<file path="config.mk">
export PLATFORM = sky130hd
export DESIGN_NAME = task_graph_mapper
export DESIGN_NICKNAME = d
export VERILOG_FILES = /design/src/rtl/task_graph_mapper.sv
export SDC_FILE = /design/constraint.sdc
export NUM_CORES = 1
export LEC_CHECK = 0
export CAP_MARGIN = 25
export CORE_MARGIN = 2
export CORE_UTILIZATION = 55
export DETAILED_ROUTE_END_ITERATION = 8
export GPL_TIMING_DRIVEN = 0
export PLACE_DENSITY = 0.87
export SLEW_MARGIN = 20
export SYNTH_ARGS = -nofsm -noshare
export SYNTH_HDL_FRONTEND = slang
export SYNTH_SLANG_ARGS = --single-unit
export TNS_END_PERCENT = 100
</file>
<file path="constraint.sdc">
create_clock -name clk -period 4.8 [get_ports clk]
set_input_delay 0.48 -clock clk [delete_from_list [all_inputs] [get_ports clk]]
set_output_delay 0.48 -clock clk [all_outputs]
set_load 0.01 [all_outputs]
</file>
<file path="src/rtl/task_graph_mapper.sv">
// Streams a weighted adjacency matrix, counts upper-triangle edges and places each
// newly seen task on the next free mesh PE, emitting placement records through a FIFO.
//
// state | meaning
// IDLE  | waiting for start after reset
// SCAN  | accepting matrix entries
// FLUSH | last entry taken, draining placement FIFO
// DONE  | graph complete, results held until start
module task_graph_mapper #(
  parameter int NUM_TASKS = 4,
  parameter int WEIGHT_W  = 32,
  parameter int MESH_X    = 2,
  parameter int MESH_Y    = 2,
  parameter int OUT_DEPTH = 4,
  localparam int IDX_W = (NUM_TASKS > 1) ? $clog2(NUM_TASKS) : 1,
  localparam int X_W   = (MESH_X > 1) ? $clog2(MESH_X) : 1,
  localparam int Y_W   = (MESH_Y > 1) ? $clog2(MESH_Y) : 1
) (
  input  logic                        clk,
  input  logic                        rst_b,
  input  logic                        start,
  input  logic                        edge_valid,
  output logic                        edge_ready,
  input  logic [IDX_W-1:0]            edge_row,
  input  logic [IDX_W-1:0]            edge_col,
  input  logic [WEIGHT_W-1:0]         edge_weight,
  input  logic                        edge_last,
  output logic                        map_valid,
  input  logic                        map_ready,
  output logic [IDX_W-1:0]            map_task,
  output logic [X_W-1:0]              map_pe_x,
  output logic [Y_W-1:0]              map_pe_y,
  output logic                        map_is_root,
  output logic [2*IDX_W:0]            edge_count,
  output logic [WEIGHT_W+2*IDX_W-1:0] total_weight,
  output logic                        overflow,
  output logic                        done
);

  localparam int PE_N  = MESH_X * MESH_Y;
  localparam int N_W   = $clog2(PE_N + 1);
  localparam int CNT_W = $clog2(OUT_DEPTH + 1);
  localparam int PTR_W = $clog2(OUT_DEPTH);
  localparam int REC_W = IDX_W + X_W + Y_W + 1;
  localparam int EC_W  = 2 * IDX_W + 1;
  localparam int TW_W  = WEIGHT_W + 2 * IDX_W;

  typedef enum logic [1:0] {IDLE, SCAN, FLUSH, DONE} state_t;
  state_t state_q, state_d;

  logic [REC_W-1:0]     fifo_q [OUT_DEPTH];
  logic [PTR_W-1:0]     rd_ptr, wr_ptr, wr_ptr_1;
  logic [CNT_W-1:0]     count;
  logic [NUM_TASKS-1:0] seen;
  logic [N_W-1:0]       pe_next, pe_row, pe_col;
  logic                 accept, is_edge, row_new, col_new, row_place, col_place;
  logic                 lost, clear, pop;
  logic [REC_W-1:0]     rec_row, rec_col;

  function automatic logic [PTR_W-1:0] ptr_inc(input logic [PTR_W-1:0] p);
    return (p == PTR_W'(OUT_DEPTH - 1)) ? '0 : p + PTR_W'(1);
  endfunction

  function automatic logic [X_W+Y_W-1:0] pe_xy(input logic [N_W-1:0] n);
    int v;
    v = int'(n);
    return {X_W'(v % MESH_X), Y_W'(v / MESH_X)};
  endfunction

  // Two records may be pushed per edge, so input stalls unless two slots are free.
  assign edge_ready = (state_q == SCAN) && ((CNT_W'(OUT_DEPTH) - count) >= CNT_W'(2));
  assign map_valid  = (count != '0);
  assign {map_task, map_pe_x, map_pe_y, map_is_root} = fifo_q[rd_ptr];
  assign done       = (state_q == DONE);

  always_comb begin
    accept    = edge_valid && edge_ready;
    is_edge   = accept && (edge_weight != '0) && (edge_row < edge_col);
    row_new   = !seen[edge_row];
    col_new   = !seen[edge_col];
    pe_row    = pe_next;
    row_place = is_edge && row_new && (pe_row < N_W'(PE_N));
    pe_col    = pe_row + N_W'(row_place);
    col_place = is_edge && col_new && (pe_col < N_W'(PE_N));
    lost      = is_edge && ((row_new && !row_place) || (col_new && !col_place));
    // only the row of the very first edge can be the root
    rec_row   = {edge_row, pe_xy(pe_row), (edge_count == '0)};
    rec_col   = {edge_col, pe_xy(pe_col), 1'b0};
    wr_ptr_1  = ptr_inc(wr_ptr);
    pop       = map_valid && map_ready;
    clear     = start && ((state_q == IDLE) || (state_q == DONE));
  end

  always_comb begin
    state_d = state_q;
    case (state_q)
      IDLE:    if (start) state_d = SCAN;
      SCAN:    if (accept && edge_last) state_d = FLUSH;
      FLUSH:   if (count == '0) state_d = DONE;
      DONE:    if (start) state_d = SCAN;
      default: state_d = IDLE;
    endcase
  end

  always_ff @(posedge clk or negedge rst_b) begin
    if (!rst_b) begin
      state_q      <= IDLE;
      edge_count   <= '0;
      total_weight <= '0;
      overflow     <= 1'b0;
      seen         <= '0;
      pe_next      <= '0;
      rd_ptr       <= '0;
      wr_ptr       <= '0;
      count        <= '0;
      for (int i = 0; i < OUT_DEPTH; i++) fifo_q[i] <= '0;
    end else begin
      state_q <= state_d;
      if (clear) begin
        edge_count   <= '0;
        total_weight <= '0;
        overflow     <= 1'b0;
        seen         <= '0;
        pe_next      <= '0;
      end else if (is_edge) begin
        edge_count     <= edge_count + EC_W'(1);
        total_weight   <= total_weight + TW_W'(edge_weight);
        seen[edge_row] <= 1'b1;
        seen[edge_col] <= 1'b1;
        pe_next        <= pe_col + N_W'(col_place);
        if (lost) overflow <= 1'b1;
      end
      if (row_place) fifo_q[wr_ptr] <= rec_row;
      if (col_place) fifo_q[row_place ? wr_ptr_1 : wr_ptr] <= rec_col;
      if (row_place && col_place) wr_ptr <= ptr_inc(wr_ptr_1);
      else if (row_place || col_place) wr_ptr <= wr_ptr_1;
      if (pop) rd_ptr <= ptr_inc(rd_ptr);
      count <= count + CNT_W'(row_place) + CNT_W'(col_place) - CNT_W'(pop);
    end
  end

endmodule

</file>
==> results of run 1 <==
-- power groups by stage --
stage	clock (mW)	combinational, mW	sequential, mW
after floorplan	0	1.60	1.13
after global placement	0	2.38	1.12
after detailed placement	0	2.47	1.13
after CTS	0.502	2.49	1.12
after global routing	0.533	2.78	1.16
final	0.500	2.53	1.13
-- routing by layer --
| layer | wire length [µm] | track usage (%) | vias up |
|---|---|---|---|
| li1 | - | - | 2628 |
| met1 | 6910 | 39.0 | 2776 |
| met2 | 8100 | 50.0 | 241 |
| met3 | 1110 | 4.90 | 39 |
| met4 | 384 | 11.5 | 0 |
| met5 | 0 | 0 | - |
-- cell usage after synthesis, types with 3 or more instances --
master    count  area (µm²)
a21oi_1      83         415
nand2_1      83         312
dfrtp_1      78        1950
ha_1         52         651
o21ai_0      37         185
nor2_1       34         128
inv_1        30         113
clkbuf_1     23        86.3
mux2i_1      22         220
nand3_1      21         105
xnor2_1      21         184
a21o_1       17         128
xor2_1       16         140
nand4_1      12        75.1
a31oi_1      10        62.6
nor3_1       10        50.1
nor4_1        8        50.1
and3_1        7        43.8
mux4_2        7         158
mux2_2        6        67.6
nor2b_1       6        37.5
o21a_1        6        45.0
o22ai_1       6        37.5
and2_1        5        31.3
or3_1         5        31.3
a211oi_1      4        30.0
buf_2         4        20.0
o211ai_1      4        30.0
a211o_1       3        26.3
nor4b_1       3        26.3
o21bai_1      3        22.5
-- state kept, by name (all words and copies together), names as in the netlist --
name          cells
wr_ptr            2
pe_next           3
overflow          1
count             3
state_q           2
fifo_q           20
rd_ptr            2
seen              4
edge_count        5
total_weight     36
-- final timing paths --
kind | startpoint | endpoint | slack (ns)
worst min-delay path | overflow | overflow | 0.51
worst max-delay path | edge_col[1] | count[2] | 0.35
worst min register to register | overflow | overflow | 0.51
worst max register to register | count[1] | count[2] | 0.41
min in group asynchronous | rst_b | total_weight[22] | 0.54
max in group asynchronous | rst_b | total_weight[7] | 3.67
-- cell type report --
| type | count | share of cell area (%) |
|---|---|---|
| clock inverters | 6 | 0.869 |
| clock buffers | 9 | 1.72 |
| plain buffers | 28 | 1.63 |
| flip-flops and latches | 78 | 27.1 |
| well taps | 136 | 2.36 |
| multi-input cells | 529 | 51.4 |
| inverters | 31 | 1.62 |
| repair buffers | 95 | 13.3 |
-- worst min-delay path, cell delays in order, from the launching register on --
cell and delay, ns:
dfrtp_1 0.35, nor2_1 0.05, nor2_1 0.07
-- cell usage in the layout, fill, tap and decap left out, drive strengths merged, types with 3 or more instances in the layout --
cell           instances
nor4                   9
nand4                 12
buf                   10
clkbuf                32
nor2                  35
dfrtp                 78
nor2b                  6
o211ai                 4
nand2                 83
a211oi                 4
nor4b                  4
nand3                 21
and3                   7
xor2                  16
a211o                  3
a21o                  17
nor3                  11
ha                    52
o21bai                 4
nand2b                 3
inv                   32
o21a                   6
xnor2                 21
a31oi                 10
a21oi                 85
and2                   5
o22ai                  6
mux2i                 22
mux2                   6
clkdlybuf4s50         89
mux4                   7
clkinv                 4
o21ai                 38
or3                    6
o2111ai                3
-- cells by family after synthesis --
| family | count (synthesis) | synth area share (%) |
|---|---|---|
| compound gates | 195 | 20.5 |
| xor+xnor | 37 | 5.51 |
| fa+ha+maj | 54 | 11.7 |
| buf+inv | 59 | 3.98 |
| flops | 78 | 33.2 |
| mux | 35 | 7.58 |
| simple gates | 208 | 17.5 |
-- metrics by stage --
stage / util, % / worst slack (ns) / instances
final: 69.4 / 0.352 / 912
after global routing: 69.4 / 0.0905 / 912
after CTS: 69.1 / 0.120 / 909
after detailed placement: 67.3 / -0.233 / 893
after global placement: 67.0 / -0.115 / 892
after floorplan: - / 0.704 / 666
-- repair_timing --
item	in CTS	in global routing
resized for setup	0	1
hold endpoints to repair	7	0
endpoints found under the setup margin	0	1
hold buffers	1	0
buffers inserted	0	3
==> impl_metrics.json, run 1 <==
{
  "h-tree-depth": 3,
  "crit_slowest_cell": "clkdlybuf4s50_1",
  "syn_inst": 666,
  "regArea_mm2": 0.00195,
  "startpoint_type": "input pin",
  "irDropWorstVdd_mv": 0.289,
  "avgSynthCellArea_um2": 8.83,
  "drt_iter0_markers": 425,
  "route.detailed.drc": 0,
  "crit_buf_inv": 4,
  "ys_warn_count": 0,
  "clk_path_buf_depth": 2,
  "clk-insertion-delay-late_ns": 0.37,
  "first_global_vias": 5655,
  "period_needed_ns": 4.45,
  "area_growth_pct": 22.5,
  "fill_cells": 843,
  "core-area_mm2": 0.0104,
  "end_kind": "flop",
  "pin_count": 92,
  "drv_cap": 0,
  "worstSetupPathType": "in2reg",
  "multi_input_area_mm2": 0.00370,
  "fin_tns_setup_ns": 0,
  "vias": 5684,
  "clk_pin_slew_ns": 0.09,
  "diodes": 0,
  "hold_depth": 2,
  "viasPerCell": 6.23,
  "ys.flop_type": "dfrtp_1",
  "p_int_mw": 2.28,
  "cp_max_fo": 10,
  "fmax_mhz": 225,
  "cts_buffers": 9,
  "layout-drive-gt1-share_pct": 6.70,
  "grt_max_degree": 59,
  "gp_congestion": 0.982,
  "synth-seq-area-share_pct": 33.2,
  "finalPower_mw": 4.16,
  "critPathRequiredTime_ns": 5.09,
  "crit_chain": "clkdlybuf4s50_1 > inv_1 > ha_1 > a21oi_4 > o2111ai_4 > nor3_4 > buf_2 > ha_1 > ha_1 > xor2_1 > or3_4 > buf_6 > xor2_1 > ha_1 > o21bai_1 > fa_1 > xnor2_1 > xnor2_1",
  "final_hold_viol_count": 0,
  "die_w_um": 107,
  "power.switching_mw": 1.87,
  "p_leak_nw": 3.31,
  "post-route-cell-area_mm2": 0.00720,
  "rsz0062_at_grt": "false",
  "syn_nets": 762,
  "numClockSinks": 78,
  "grt.overflow.total": 0,
  "grt_usage_pct": 29.9,
  "cts_root_buffer": "clkbuf_8",
  "sequentialPowerShare_pct": 27.1,
  "tritoncts": "built",
  "synth-seq-cells": 78,
  "grt_pass1_wl_um": 27200,
  "sw_frac_of_total_pct": 45.1,
  "port_buffers": 90,
  "synth_edf_count": 0,
  "clkPwrFrac_pct": 12.0,
  "relSlewSlack_pct": 32.3,
  "die_area_mm2": 0.0115,
  "dp_hpwl_um": 12400,
  "period_share_pct": 92.7,
  "setup_violations": 0,
  "power_per_cell_area_mw_per_mm2": 577,
  "rows": 37,
  "worst_slew_pin_slew_ns": 1.00,
  "fin_skew_ns": 0.00713,
  "synthDistinctLibCells": 64,
  "drt_first_pass_iters": 5,
  "antenna_found_initial": 0,
  "r2r_cells": 19,
  "nNetsFinal": 868,
  "whs_ns": 0.505,
  "status": "complete, no violations",
  "p_comb_share_pct": 60.9,
  "crit_family": "adder cells",
  "arrival_ns": 4.74,
  "critPathMostFrequentCell": "ha_1",
  "critPathMaxStageDelay_ns": 0.60,
  "netlist_area_mm2": 0.00588,
  "initial_core_util_pct": 56.7,
  "routed_wirelength_um": 16500,
  "async_flop_share_pct": 100,
  "placed_cell_area_mm2": 0.00697,
  "report.final.slew_viol_count": 0,
  "cp.depth": 18,
  "drtAntennaViolNets": 0,
  "hp-class": "reg2reg",
  "wl_per_cell_um": 18.1,
  "die_h_um": 107
}
Power figures use the tool's default switching activity.
==> run 2, diff against run 1 <==
- ABC_AREA: unset -> 1
- CORE_UTILIZATION: 55 -> 56
- PLACE_DENSITY: 0.87 -> 0.88
==> run 2 against run 1 <==
  * Sequential power decreased by 13%
  * Synthesized cell count is 52% higher
  * First-iteration DRC count grew 2.8%
  * Routed wire length is 5.5% higher
  * Critical path depth grew 2
  * Clock power is 28% higher
  * Area after synthesis rose by 11%
  * Non-clock buffer count fell by 19
  * Global-route usage down 1.8 points
  * Flip-flop and latch count unchanged
  * Final cell count up 38%
  * Register-to-register slack improved by 0.18 ns
  * Critical endpoint unchanged
  * Largest cell class unchanged
==> impl_metrics.json, run 2 <==
{
  "crit_buf_inv": 4,
  "synthTopCellsByArea": "dfrtp_1 (30%), nand2_1 (21%), ha_1 (10%), inv_1 (7.5%), nor2_1 (6.0%)",
  "r2r_end": "count[2]",
  "vias": 6846,
  "die_h_um": 112,
  "yosysMostFrequentCell": "nand2_1",
  "p_leak_nw": 4.15,
  "cts_root_buffer": "clkbuf_16",
  "yosysTopAreaCellShare_pct": 29.9,
  "layout_common_cells": "nand2_1 (361), inv_1 (130), nor2_1 (105), clkdlybuf4s50_1 (89), dfrtp_1 (78)",
  "period_needed_ns": 4.25,
  "ys.flop_type": "dfrtp_1",
  "fin_skew_ns": 0.00797,
  "critPathMaxStageDelay_ns": 0.71,
  "wl_per_cell_um": 13.8,
  "synth_edf_count": 0,
  "cp.depth": 20,
  "cts_buffers": 9,
  "cp_max_fo": 19,
  "grt_usage_pct": 28.1,
  "startpoint_type": "input pin",
  "pin_count": 92,
  "netlist_area_mm2": 0.00654,
  "tritoncts": "built",
  "layout_commonest_cell": "nand2_1",
  "hp-class": "in2async",
  "initial_core_util_pct": 57.2,
  "grt.overflow.total": 0,
  "largest_reg_flops": 36,
  "crit_chain": "clkdlybuf4s50_1 > ha_1 > o21ai_2 > nand2_2 > nor2_8 > nand3_4 > inv_1 > ha_1 > ha_1 > xor2_1 > inv_1 > o21ai_1 > nor2_8 > xor2_1 > inv_1 > ha_1 > o21bai_1 > fa_1 > xnor2_1 > xor2_1",
  "top_regs": "total_weight x36, fifo_q x20, edge_count x5",
  "ys_warn_count": 0,
  "power_per_cell_area_mw_per_mm2": 434,
  "drt_first_pass_iters": 7,
  "end_kind": "flop",
  "die_w_um": 112,
  "worst_slew_pin_slew_ns": 0.548,
  "status": "complete, no violations",
  "r2r_start": "count[1]",
  "grt_max_degree": 45,
  "syn_inst": 1010,
  "synth-seq-cells": 78,
  "yosysTopAreaCell": "dfrtp_1",
  "h-tree-depth": 3,
  "dp_hpwl_um": 13500,
  "area_growth_pct": 20.9,
  "relSlewSlack_pct": 63.1,
  "yosys-top-cells-count": "nand2_1 (361), inv_1 (130), nor2_1 (105)",
  "route.detailed.drc": 0,
  "core-area_mm2": 0.0114,
  "nNetsFinal": 1207,
  "rrSetupSlack_ns": 0.59,
  "critPathRequiredTime_ns": 5.07,
  "postCtsResizedCells": 0,
  "synthDistinctLibCells": 40,
  "final_hold_viol_count": 0,
  "worstSetupPathType": "in2reg",
  "clk_path_buf_depth": 2,
  "gp_congestion": 0.968,
  "setup_violations": 0,
  "numClockSinks": 78,
  "rsz0062_at_grt": "false",
  "layout-drive-gt1-share_pct": 4.39,
  "clk-insertion-delay-late_ns": 0.34,
  "die_area_mm2": 0.0126,
  "antenna_found_initial": 0,
  "crit_slowest_cell": "clkdlybuf4s50_1",
  "arrival_ns": 4.52,
  "syn_nets": 1106,
  "grt_pass1_wl_um": 29200,
  "irDropWorstVdd_mv": 0.271,
  "period_share_pct": 88.6,
  "drtAntennaViolNets": 0,
  "clk_pin_slew_ns": 0.06,
  "regMostFlops": "total_weight",
  "first_global_vias": 6364,
  "async_flop_share_pct": 100,
  "routed_wirelength_um": 17400,
  "report.final.slew_viol_count": 0,
  "fill_cells": 972,
  "crit_family": "adder cells",
  "startpoint": "edge_row[1]",
  "drv_cap": 0,
  "critPathMostFrequentCell": "ha_1",
  "port_buffers": 90,
  "avgSynthCellArea_um2": 6.47,
  "r2r_cells": 21,
  "synth-seq-area-share_pct": 29.9,
  "rows": 39,
  "drt_iter0_markers": 437,
  "crit_end": "count[2]",
  "finalPower_mw": 3.43,
  "post-route-cell-area_mm2": 0.00791,
  "diodes": 0,
  "placed_cell_area_mm2": 0.00764,
  "viasPerCell": 5.44,
  "fmax_mhz": 235
}
run 2: changes by cell type after synthesis, sizes merged, moves of 8 or more:
cell	previous run	this run
inv	31	136
nand2	83	365
nor4	9	0
a21o	17	0
nor2	35	111
xor2	16	8
clkbuf	23	5
mux2i	22	0
a21oi	85	52
nand3	21	50
xnor2	21	6
a31oi	10	1
o21ai	38	84
run 2: timing repair:
action,in CTS,in global routing
buffers inserted,0,0
endpoints found under the setup margin,0,1
hold buffers,0,0
run 2: worst reg2reg max path, delay by kind of cell (launching register included):
kind            cells  cell delay (ns)
compound gates      2             0.39
buf+inv             4             0.37
simple gates        5             0.83
fa+ha+maj           6             1.33
xor+xnor            4             0.80
flops               1             0.42
run 2: how the worst min path moves through the flow:
stage                        start          endpoint  slack (ns)  depth (start not counted)
after floorplan              rst_b          count[0]        0.18                          0
after global placement    count[2]          count[2]        0.46                          1
after detailed placement     rst_b  total_weight[24]        0.47                          1
after CTS                    rst_b  total_weight[24]        0.11                          1
after global routing         rst_b  total_weight[24]        0.15                          1
final                        rst_b  total_weight[24]         0.1                          1
run 2: area by class of cell:
type / count / area [µm²] / share of cell area (%)
multi-input cells: 781 / 3990 / 50.5
flip-flops and latches: 78 / 1950 / 24.7
repair buffers: 91 / 926 / 11.7
inverters: 137 / 514 / 6.51
clock buffers: 12 / 246 / 3.12
well taps: 143 / 179 / 2.26
plain buffers: 13 / 72.6 / 0.918
clock inverters: 3 / 21.3 / 0.269
run 2: power breakdown:
group	switching [mW]	leakage [nW]	internal, mW	total [mW]
registers	0.151	1.04	0.837	0.988
logic	1.09	2.98	0.708	1.80
clock network	0.278	0.129	0.362	0.641
total	1.52	4.15	1.91	3.43
run 2: logic make-up after synthesis:
kind of cell / after synthesis / share of synthesized area (%)
compound gates: 160 / 13.1
buf+inv: 151 / 9.03
fa+ha+maj: 54 / 10.6
simple gates: 553 / 35.5
flops: 78 / 29.9
xor+xnor: 14 / 1.88
run 2: routing by layer:
metal | GRT usage (%) | vias to the layer above | share of wire (%)
met3 | 4.43 | 23 | 7.9
met5 | 0 | - | 0
met1 | 40.0 | 3140 | 46
li1 | - | 3408 | -
met2 | 44.9 | 275 | 45
met4 | 7.56 | 0 | 1.4
run 2: per-stage QoR:
stage	hold slack (ns)	util [%]	setup slack (ns)	instances	TNS, ns
final	0.0962	69.2	0.545	1258	0
after global routing	0.145	69.2	0.188	1258	0
after detailed placement	0.469	66.9	-0.113	1244	-0.113
after global placement	0.457	66.7	-0.0243	1243	-0.0243
after floorplan	0.184	-	0.970	1010	0
after CTS	0.113	69.3	0.181	1259	0
